<file path="src/rtl/ws2812_frame_ctrl_pkg.sv">
// Shared types and constants for the WS2812 receive frame controller.
// Holds the decoder-to-controller bundle, the controller FSM encoding and the pixel record.
package ws2812_frame_ctrl_pkg;

  localparam int BITS_PER_PIXEL = 24;

  typedef struct packed {
    logic decode_bit;
    logic shift_en;
    logic treset;
  } shift_reg_input_t;

  typedef enum logic [1:0] {
    SYNC,
    CAPTURE,
    FORWARD,
    LATCH
  } frame_ctrl_state_e;

  typedef struct packed {
    logic                      valid;
    logic [BITS_PER_PIXEL-1:0] data;
    logic [7:0]                addr;
  } pixel_out_t;

endpackage

</file>
<file path="src/rtl/ws2812_frame_ctrl_pixel_assembler.sv">
// MSB-first shift accumulator with bit counter; done_o/word_o are combinational on the completing bit.
// Zero latency to done_o, no backpressure; clear_i wins over a simultaneous shift for the stored state.
module ws2812_frame_ctrl_pixel_assembler #(
  parameter int BITS = 24
) (
  input  logic            clk_i,
  input  logic            rst_n_i,
  input  logic            shift_i,
  input  logic            bit_i,
  input  logic            clear_i,
  output logic            done_o,
  output logic [BITS-1:0] word_o,
  output logic            partial_o
);

  localparam int BW = $clog2(BITS);
  localparam logic [BW-1:0] LAST_BIT = BW'(BITS - 1);

  logic [BITS-1:0] acc_q, acc_d;
  logic [BW-1:0]   cnt_q, cnt_d;

  always_comb begin
    acc_d = acc_q;
    cnt_d = cnt_q;
    if (shift_i) begin
      acc_d = {acc_q[BITS-2:0], bit_i};
      cnt_d = (cnt_q == LAST_BIT) ? '0 : cnt_q + BW'(1);
    end
  end

  // Outputs reflect the bit being shifted this cycle so the caller sees the completed word.
  assign done_o    = shift_i && (cnt_q == LAST_BIT);
  assign word_o    = acc_d;
  assign partial_o = (cnt_d != '0);

  always_ff @(posedge clk_i or negedge rst_n_i) begin
    if (!rst_n_i) begin
      acc_q <= '0;
      cnt_q <= '0;
    end else if (clear_i) begin
      acc_q <= '0;
      cnt_q <= '0;
    end else begin
      acc_q <= acc_d;
      cnt_q <= cnt_d;
    end
  end

endmodule

</file>
<file path="src/rtl/ws2812_frame_ctrl.sv">
// Frames decoded WS2812 bits into pixels, claims the first NUM_PIXELS, then forwards the rest.
// Pixel and frame-done outputs are registered, 1 cycle after the causing input; no backpressure.
module ws2812_frame_ctrl
  import ws2812_frame_ctrl_pkg::*;
#(
  parameter int NUM_PIXELS   = 8,
  parameter int BITS_PER_PIX = BITS_PER_PIXEL,
  localparam int AW = (NUM_PIXELS > 1) ? $clog2(NUM_PIXELS) : 1,
  localparam int CW = $clog2(NUM_PIXELS + 1)
) (
  input  logic                    i_clk,
  input  logic                    i_reset_n,
  input  shift_reg_input_t        i_shift_reg,
  output logic                    o_pixel_valid,
  output logic [BITS_PER_PIX-1:0] o_pixel_data,
  output logic [AW-1:0]           o_pixel_addr,
  output logic                    o_fwd_en,
  output logic                    o_frame_done,
  output logic [CW-1:0]           o_pixel_count,
  output logic                    o_err_partial
);

  localparam logic [CW-1:0] LAST_PIX = CW'(NUM_PIXELS - 1);
  localparam logic [CW-1:0] MAX_PIX  = CW'(NUM_PIXELS);

  frame_ctrl_state_e state_q, state_d;

  logic                    treset_d_q;
  logic                    treset_rise;
  logic                    latch_req;
  logic [CW-1:0]           pix_cnt_q, pix_cnt_d, pix_cnt_inc;
  logic                    got_bits_q, got_bits_d;

  logic                    asm_shift;
  logic                    asm_clear;
  logic                    asm_done;
  logic                    asm_partial;
  logic [BITS_PER_PIX-1:0] asm_word;

  logic                    pix_vld_q, pix_vld_d;
  logic [BITS_PER_PIX-1:0] pix_dat_q, pix_dat_d;
  logic [AW-1:0]           pix_addr_q, pix_addr_d;
  logic                    fwd_en_q, fwd_en_d;
  logic                    frame_done_q, frame_done_d;
  logic [CW-1:0]           pix_count_q, pix_count_d;
  logic                    err_partial_q, err_partial_d;

  assign treset_rise = i_shift_reg.treset & ~treset_d_q;
  assign asm_shift   = i_shift_reg.shift_en && (state_q == CAPTURE);
  assign pix_cnt_inc = (pix_cnt_q == MAX_PIX) ? pix_cnt_q : pix_cnt_q + CW'(1);
  // A bit arriving together with the gap edge still makes the frame non-empty.
  assign latch_req   = treset_rise && (got_bits_q || i_shift_reg.shift_en);

  ws2812_frame_ctrl_pixel_assembler #(
    .BITS (BITS_PER_PIX)
  ) u_assembler (
    .clk_i     (i_clk),
    .rst_n_i   (i_reset_n),
    .shift_i   (asm_shift),
    .bit_i     (i_shift_reg.decode_bit),
    .clear_i   (asm_clear),
    .done_o    (asm_done),
    .word_o    (asm_word),
    .partial_o (asm_partial)
  );

  always_comb begin
    state_d       = state_q;
    pix_cnt_d     = pix_cnt_q;
    got_bits_d    = got_bits_q;
    asm_clear     = 1'b0;
    pix_vld_d     = 1'b0;
    pix_dat_d     = pix_dat_q;
    pix_addr_d    = pix_addr_q;
    frame_done_d  = 1'b0;
    pix_count_d   = pix_count_q;
    err_partial_d = 1'b0;

    case (state_q)
      SYNC: begin
        if (i_shift_reg.treset) begin
          state_d    = CAPTURE;
          asm_clear  = 1'b1;
          pix_cnt_d  = '0;
          got_bits_d = 1'b0;
        end
      end

      CAPTURE: begin
        if (i_shift_reg.shift_en) begin
          got_bits_d = 1'b1;
        end
        if (asm_done) begin
          pix_vld_d  = 1'b1;
          pix_dat_d  = asm_word;
          pix_addr_d = pix_cnt_q[AW-1:0];
          pix_cnt_d  = pix_cnt_inc;
        end
        // The completing bit is processed first, so its pixel is included in the count.
        if (latch_req) begin
          state_d       = LATCH;
          frame_done_d  = 1'b1;
          pix_count_d   = asm_done ? pix_cnt_inc : pix_cnt_q;
          err_partial_d = asm_partial;
          asm_clear     = 1'b1;
          pix_cnt_d     = '0;
          got_bits_d    = 1'b0;
        end else if (asm_done && (pix_cnt_q == LAST_PIX)) begin
          state_d = FORWARD;
        end
      end

      FORWARD: begin
        if (latch_req) begin
          state_d      = LATCH;
          frame_done_d = 1'b1;
          pix_count_d  = pix_cnt_q;
          asm_clear    = 1'b1;
          pix_cnt_d    = '0;
          got_bits_d   = 1'b0;
        end
      end

      LATCH: begin
        state_d   = CAPTURE;
        asm_clear = 1'b1;
      end

      default: begin
        state_d = SYNC;
      end
    endcase

    fwd_en_d = (state_d == FORWARD);
  end

  always_ff @(posedge i_clk or negedge i_reset_n) begin
    if (!i_reset_n) begin
      state_q       <= SYNC;
      treset_d_q    <= 1'b0;
      pix_cnt_q     <= '0;
      got_bits_q    <= 1'b0;
      pix_vld_q     <= 1'b0;
      pix_dat_q     <= '0;
      pix_addr_q    <= '0;
      fwd_en_q      <= 1'b0;
      frame_done_q  <= 1'b0;
      pix_count_q   <= '0;
      err_partial_q <= 1'b0;
    end else begin
      state_q       <= state_d;
      treset_d_q    <= i_shift_reg.treset;
      pix_cnt_q     <= pix_cnt_d;
      got_bits_q    <= got_bits_d;
      pix_vld_q     <= pix_vld_d;
      pix_dat_q     <= pix_dat_d;
      pix_addr_q    <= pix_addr_d;
      fwd_en_q      <= fwd_en_d;
      frame_done_q  <= frame_done_d;
      pix_count_q   <= pix_count_d;
      err_partial_q <= err_partial_d;
    end
  end

  assign o_pixel_valid = pix_vld_q;
  assign o_pixel_data  = pix_dat_q;
  assign o_pixel_addr  = pix_addr_q;
  assign o_fwd_en      = fwd_en_q;
  assign o_frame_done  = frame_done_q;
  assign o_pixel_count = pix_count_q;
  assign o_err_partial = err_partial_q;

endmodule
</file>
<file path="config.mk">
export PLATFORM = sky130hd
export DESIGN_NAME = ws2812_frame_ctrl
export DESIGN_NICKNAME = d
export VERILOG_FILES = /design/src/rtl/ws2812_frame_ctrl_pkg.sv /design/src/rtl/ws2812_frame_ctrl_pixel_assembler.sv /design/src/rtl/ws2812_frame_ctrl.sv
export SDC_FILE = /design/constraint.sdc
export NUM_CORES = 1
export LEC_CHECK = 0
export CAP_MARGIN = 5
export CELL_PAD_IN_SITES_DETAIL_PLACEMENT = 1
export CELL_PAD_IN_SITES_GLOBAL_PLACEMENT = 2
export CORE_ASPECT_RATIO = 1.25
export CORE_MARGIN = 5
export CORE_UTILIZATION = 35
export CTS_BUF_LIST = sky130_fd_sc_hd__clkbuf_16
export DETAILED_ROUTE_END_ITERATION = 12
export HOLD_SLACK_MARGIN = 0.08
export PLACE_DENSITY_LB_ADDON = 0.12
export SYNTH_ARGS = -nofsm -noshare
export SYNTH_HDL_FRONTEND = slang
export SYNTH_SLANG_ARGS = --single-unit
export TNS_END_PERCENT = 30
</file>
<file path="constraint.sdc">
create_clock -name i_clk -period 2.3 [get_ports i_clk]
set_clock_uncertainty 0.2 [all_clocks]
set_input_delay 0.345 -clock i_clk [delete_from_list [all_inputs] [get_ports i_clk]]
set_output_delay 0.345 -clock i_clk [all_outputs]
set_load 0.005 [all_outputs]
</file>
==> out/qor.csv, run 1 <==
stage,metric,value,unit
setup_path,path depth of the worst reg2reg path,7,
final_layout,ant diodes,0,
synthesis,Synth Area per Inst,9.48,um2
job,max_cap viols,0,
setup_path,Worst R2R End,pix_cnt_q[1]$_DFFE_PN0P_,
synthesis,synthesized area,0.00330,mm2
setup_path,worst r2r src,state_q[1]$_DFF_PN0_,
setup_path,CP Data Required Time,2290,ps
final_layout,most frequent cells in the layout,"nand2_1, dfrtp_1, clkdlybuf4s50_1",
clock_tree,latest clock arrival within the worst-skew pair,330,ps
final_layout,Area growth syn-to-layout,25.7,%
global_routing,first-pass GRT wire length,13900,um
routing,First DRT Iteration DRCs,96,
routing,via count,2597,
timing,final hold violations,0,
power,Max IR drop VDD,0.000494,V
setup_path,"Arr. time, crit path",2030,ps
routing,DR top layer,met4,
placement,IO buf count,39,
clock_tree,CTS tree,done,
final_layout,fin util,45.2,%
final_layout,"leading cell type in the layout, fill and taps excluded",nand2_1,
power,Cell Pwr Density,886,mW/mm2
routing,drt first pass iters,4,
clock_tree,CTS sink cnt,71,
final_layout,nets@finish,412,
final_layout,share of post-route cells with drive strength above 1,13.2,%
placement,Placement Setup Slack,51.9,ps
global_routing,Congestion Overflow GR,0,
routing,WL final,7730,um
global_routing,initial antenna violation count,0,
synthesis,Gate Count Post-Synth,348,
timing,worst slew pin tran,492,ps
clock_tree,Root Driver,clkbuf_16,
die,# rows,39,
die,starting density of the core,36.0,%
placement,Detailed Place HPWL,5320,um
global_routing,largest net degree at the start of global routing,52,
final_layout,Final Cell Area,0.00415,mm2
die,core box area,0.00917,mm2
setup_path,reg2reg setup slack,260,ps
timing,slew margin rel.,67.2,%
synthesis,Syn Nets,362,
routing,Residual DRC,0,
placement,dpl cell area,0.00388,mm2
clock_tree,setup bufs post-CTS,0,
power,Lkg Pwr,0.00191,uW
timing,Finish-stage setup viols,0,
setup_path,CP Launch Type,register,
placement,RePlAce Congestion,0.756,
synthesis,Ys Warns,0,
synthesis,sequential area share after synthesis,53.8,%
synthesis,Synth cell types,47,
die,Die Ht,119,um
routing,met3 routed WL,235,um
routing,DRT met1 WL,3400,um
clock_tree,Clock Path Buffers,2,
timing,period utilization,88.7,%
die,die footprint,0.0115,mm2
setup_path,CP Class,reg2reg,
setup_path,CP Capture Type,register,
die,Die Wd,96.9,um
timing,Period minus WS final,2040,ps
die,io pins,40,
routing,WL met2,3980,um
clock_tree,cts bufs inserted,9,
clock_tree,Clock Pin Slew Worst Setup and Hold Paths,50,ps
synthesis,number of synthesized register bits,71,
timing,fin. max-slew vios,0,
setup_path,"Max FO, Critical Path",25,
clock_tree,# H-tree levels,3,
global_routing,All-Layer GR Usage,14.7,%
timing,fmax,490,MHz
timing,RSZ-0062 raised after global routing,no,
routing,WL per Instance,14.7,um
timing,final setup TNS,0,ps
routing,Via density,4.94,
global_routing,vias in the first global route,2799,
timing,"crit path setup slack, layout",260,ps
routing,antenna-violating nets left,0,
min_path,Worst Hold Class,in2async,
status,status,finished clean,
## metal layers
layer / global-route usage, % / vias to the layer above
met4: 5.27 / 0
met5: 0 / -
met3: 3.95 / 9
li1: - / 1255
met1: 17.5 / 1300
met2: 25.5 / 33
## cell usage after synthesis, drive strengths merged
cell type / count / area share [%]
nor2: 11 / 1.3
clkbuf: 5 / 0.57
nand4: 3 / 0.57
o41a: 1 / 0.38
nor2b: 3 / 0.57
nor4: 6 / 2.2
dfrtp: 71 / 54
nand4b: 1 / 0.27
mux2: 1 / 0.34
nor3b: 1 / 0.23
and3: 2 / 0.38
a311oi: 2 / 0.53
or2: 2 / 0.46
o32ai: 1 / 0.27
a21oi: 35 / 6.6
buf: 13 / 3.0
a2111oi: 1 / 0.27
o21ai: 6 / 0.91
inv: 7 / 0.80
xor2: 1 / 0.27
a21boi: 1 / 0.23
o21bai: 1 / 0.23
a31oi: 5 / 0.95
and3b: 1 / 0.27
ha: 9 / 3.4
nand3b: 4 / 1.3
o221ai: 1 / 0.27
clkinv: 1 / 0.15
and2: 2 / 0.38
o211ai: 1 / 0.23
a221oi: 1 / 0.45
xnor2: 2 / 0.53
a211oi: 2 / 0.61
o21a: 1 / 0.23
nand2: 130 / 15
mux2i: 3 / 0.91
nand3: 4 / 0.61
nor3: 6 / 0.91
## report_power, final
part	internal (uW)	leakage [uW]	switching, uW
Clock	709	0.000133	490
Sequential	1350	0.000977	72.5
Combinational	414	0.000797	645
## timing repair
action                                  4_1_cts  5_1_grt
endpoints found under the hold margin        20        0
hold buffers                                  1        0
endpoints found under the setup margin        0        1
resized for setup                             0        1
## worst max-delay path by stage
| stage | slack [ps] | from | end |
|---|---|---|---|
| floorplan | 430 | state_q[1]$_DFF_PN0_ | o_fwd_en$_DFF_PN0_ |
| finish | 260 | state_q[1]$_DFF_PN0_ | pix_cnt_q[1]$_DFFE_PN0P_ |
| global placement | 90 | i_shift_reg[0] | state_q[0]$_DFF_PN0_ |
| CTS | 120 | state_q[1]$_DFF_PN0_ | pix_cnt_q[1]$_DFFE_PN0P_ |
| detailed placement | 50 | i_shift_reg[1] | pix_cnt_q[1]$_DFFE_PN0P_ |
| global route | 60 | u_assembler.cnt_q[1]$_DFF_PN0_ | o_err_partial$_DFF_PN0_ |
## state kept, by name, indices dropped and copies added (netlist names)
register           count
o_pixel_data          24
u_assembler.acc_q     23
u_assembler.cnt_q      5
o_pixel_count          4
pix_cnt_q              4
o_pixel_addr           3
state_q                2
got_bits_q             1
o_err_partial          1
o_frame_done           1
o_fwd_en               1
o_pixel_valid          1
treset_d_q             1
## cell families (layout without fill, tap and decap cells)
logic type,Yosys count,count (layout),synth area share [%]
AO/OA/AOI/OAI,59,59,12.1
XOR/XNOR,3,3,0.796
adder cells (fa/ha/maj),9,9,3.41
buffers and inverters,26,81,4.51
flip-flops,71,71,53.8
multiplexers,4,4,1.25
AND/OR/NAND/NOR,176,176,24.1
## worst max-delay path: stages (launching register included)
cell and delay (ps):
dfrtp_1 430, inv_1 130, ha_1 240, nand3_1 150, or2_1 310, buf_4 250, nand2_1 100, o221ai_1 100
## cell type report
cell class                      count  area (um2)
Inverter                            8        32.5
Tap cell                          123         154
Sequential cell                    71        1780
Clock buffer                        9         225
Fill cell                        1086        5020
Multi-Input combinational cell    251        1380
Clock inverter                      7        32.5
Timing Repair Buffer               57         551
## stage by stage
| step | power, uW | hold WS, ps | instances |
|---|---|---|---|
| 2_1_floorplan | 2090 | -151 | 348 |
| 5_1_grt | 3920 | 296 | 526 |
| 6_report | 3680 | 256 | 526 |
| 4_1_cts | 3740 | 267 | 526 |
| 3_3_place_gp | 2500 | 67.2 | 509 |
| 3_5_place_dp | 2510 | 64.3 | 509 |
Note: power is estimated with default switching activity, not from simulation.
==> inputs of run 2 (changes only) <==
Settings changed: CORE_ASPECT_RATIO 1.25 to unset.
Clock period 2.3 ns to 2 ns, I/O delays scaled along.
==> out/qor.csv, run 2 (synthesis gave the netlist of run 1 again) <==
stage,metric,value,unit,change
final_layout,share of post-route cells with drive strength above 1,19.2,%,was 13.2%
power,Max IR drop VDD,0.000493,V,was 0.000494 V
setup_path,CP Launch Type,register,,unchanged
final_layout,most frequent cells in the layout,"nand2_1, dfrtp_1, clkdlybuf4s50_1",,unchanged
timing,Period minus WS final,1940,ps,was 2040 ps
timing,worst slew pin tran,372,ps,was 492 ps
final_layout,Area growth syn-to-layout,32.4,%,was 25.7%
timing,fmax,515,MHz,was 490 MHz
setup_path,CP Capture Type,register,,unchanged
setup_path,"Cell Chain, Critical Path",ha_1 > buf_4 > nor2_1 > nand2_1 > a2111oi_4 > buf_4 > o32ai_1,,was inv_1 > ha_1 > nand3_1 > or2_1 > buf_4 > nand2_1 > o221ai_1
global_routing,Congestion Overflow GR,0,,unchanged
timing,Finish-stage setup viols,0,,unchanged
clock_tree,CTS sink cnt,71,,unchanged
routing,First DRT Iteration DRCs,70,,was 96
final_layout,nets@finish,430,,was 412
routing,antenna-violating nets left,0,,unchanged
setup_path,CP Depth,7,,unchanged
routing,via count,2641,,was 2597
final_layout,max FFs per register,24,,unchanged
setup_path,CP Data Required Time,2010,ps,was 2290 ps
clock_tree,# H-tree levels,3,,unchanged
timing,"crit path setup slack, layout",59.2,ps,was 260 ps
final_layout,fin util,47.5,%,was 45.2%
final_layout,"leading cell type in the layout, fill and taps excluded",nand2_1,,unchanged
global_routing,All-Layer GR Usage,15.0,%,was 14.7%
routing,Residual DRC,0,,unchanged
power,Lkg Pwr,0.00201,uW,was 0.00191 uW
routing,drt first pass iters,4,,unchanged
clock_tree,Clock Pin Slew Worst Setup and Hold Paths,60,ps,was 50 ps
die,core box area,0.00920,mm2,was 0.00917 mm2
timing,period utilization,97.0,%,was 88.7%
die,Die Ht,107,um,was 119 um
clock_tree,CTS tree,done,,unchanged
setup_path,CP Class,reg2reg,,unchanged
clock_tree,cts bufs inserted,9,,unchanged
setup_path,"most used cell, CP",buf_4,,
die,Die Wd,107,um,was 96.9 um
routing,WL final,8230,um,was 7730 um
routing,WL per Instance,15.5,um,was 14.7 um
placement,IO buf count,39,,unchanged
timing,fin. max-slew vios,0,,unchanged
die,io pins,40,,unchanged
final_layout,ant diodes,0,,unchanged
timing,final hold violations,0,,unchanged
job,max_cap viols,0,,unchanged
min_path,Worst Hold Class,in2async,,unchanged
routing,Via density,4.96,,was 4.94
die,# rows,35,,was 39
placement,RePlAce Congestion,0.815,,was 0.756
global_routing,largest net degree at the start of global routing,42,,was 52
die,starting density of the core,35.9,%,was 36.0%
global_routing,initial antenna violation count,0,,unchanged
setup_path,WP buf/inv,2,,unchanged
setup_path,"Max FO, Critical Path",5,,was 25
placement,Detailed Place HPWL,5540,um,was 5320 um
clock_tree,latest clock arrival within the worst-skew pair,340,ps,was 330 ps
setup_path,"Arr. time, crit path",1950,ps,was 2030 ps
timing,slew margin rel.,75.2,%,was 67.2%
global_routing,first-pass GRT wire length,13700,um,was 13900 um
setup_path,path depth of the worst reg2reg path,7,,unchanged
placement,Placement Setup Slack,-163,ps,was 51.9 ps
final_layout,Final Cell Area,0.00437,mm2,was 0.00415 mm2
global_routing,vias in the first global route,2731,,was 2799
power,Cell Pwr Density,1060,mW/mm2,was 886 mW/mm2
clock_tree,Root Driver,clkbuf_16,,unchanged
setup_path,slowest CP cell,dfrtp_1,,unchanged
setup_path,peak per-stage delay on the critical path,390,ps,was 430 ps
placement,dpl cell area,0.00401,mm2,was 0.00388 mm2
setup_path,cell family with most CP delay,compound AO/OA/AOI/OAI gates,,was simple AND/OR/NAND/NOR gates
status,status,finished clean,,unchanged
die,die footprint,0.0115,mm2,about the same
clock_tree,Clock Path Buffers,2,,unchanged
[run 2: path summary, 6_finish.rpt]
check | from | end | slack (ps)
max in group asynchronous | i_reset_n | o_pixel_data[3]$_DFFE_PN0P_ | 830
min in group i_clk | o_pixel_data[15]$_DFFE_PN0P_ | o_pixel_data[15]$_DFFE_PN0P_ | 270
min | i_reset_n | o_pixel_data[19]$_DFFE_PN0P_ | 210
max reg2reg | u_assembler.cnt_q[0]$_DFF_PN0_ | o_err_partial$_DFF_PN0_ | 60
min reg2reg | o_pixel_data[15]$_DFFE_PN0P_ | o_pixel_data[15]$_DFFE_PN0P_ | 270
max | u_assembler.cnt_q[0]$_DFF_PN0_ | o_err_partial$_DFF_PN0_ | 60
[run 2: final cells by class]
cell class | count | area, um2
clock buffers | 9 | 225
clock inverters | 7 | 72.6
fillers | 1056 | 4820
inverters | 8 | 31.3
multi-input cells | 251 | 1420
flip-flops and latches | 71 | 1780
well taps | 111 | 139
repair buffers | 75 | 708
[run 2: timing repair]
action / in CTS / in global routing
resized for setup: 2 / 6
hold buffers: 1 / 0
endpoints found under the setup margin: 1 / 59
setup buffers: 0 / 2
hold endpoints to repair: 71 / 0
[run 2: routing by layer]
metal | global-route usage, % | vias to the layer above | share of wire [%]
met3 | 3.25 | 9 | 2.3
met2 | 24.1 | 29 | 50
met1 | 20.0 | 1307 | 46
met4 | 5.21 | 0 | 1.3
li1 | - | 1296 | -
met5 | 0 | - | 0
[run 2: where the power goes]
group          internal, uW  switching (uW)  leakage [uW]
Clock                   967             640      0.000142
Combinational           593             811      0.000889
Sequential             1550            78.2      0.000977
[run 2: through the flow]
| stage | hold slack, ps | std cells | total power, uW | TNS (ps) |
|---|---|---|---|---|
| after detailed placement | 37.6 | 513 | 2990 | -6140 |
| after global routing | 255 | 532 | 4900 | -9.64 |
| final | 208 | 532 | 4640 | 0 |
| after floorplan | -196 | 348 | 2400 | 0 |
| after CTS | 218 | 530 | 4630 | 0 |
| after global placement | 36.3 | 513 | 2980 | -4190 |
==> inputs of run 3 (changes only) <==
Settings changed: CTS_CLUSTER_DIAMETER set to 80, SLEW_MARGIN set to 20.
==> results of run 3 <==
Final layout, timing and power as in run 2 (identical DEF).
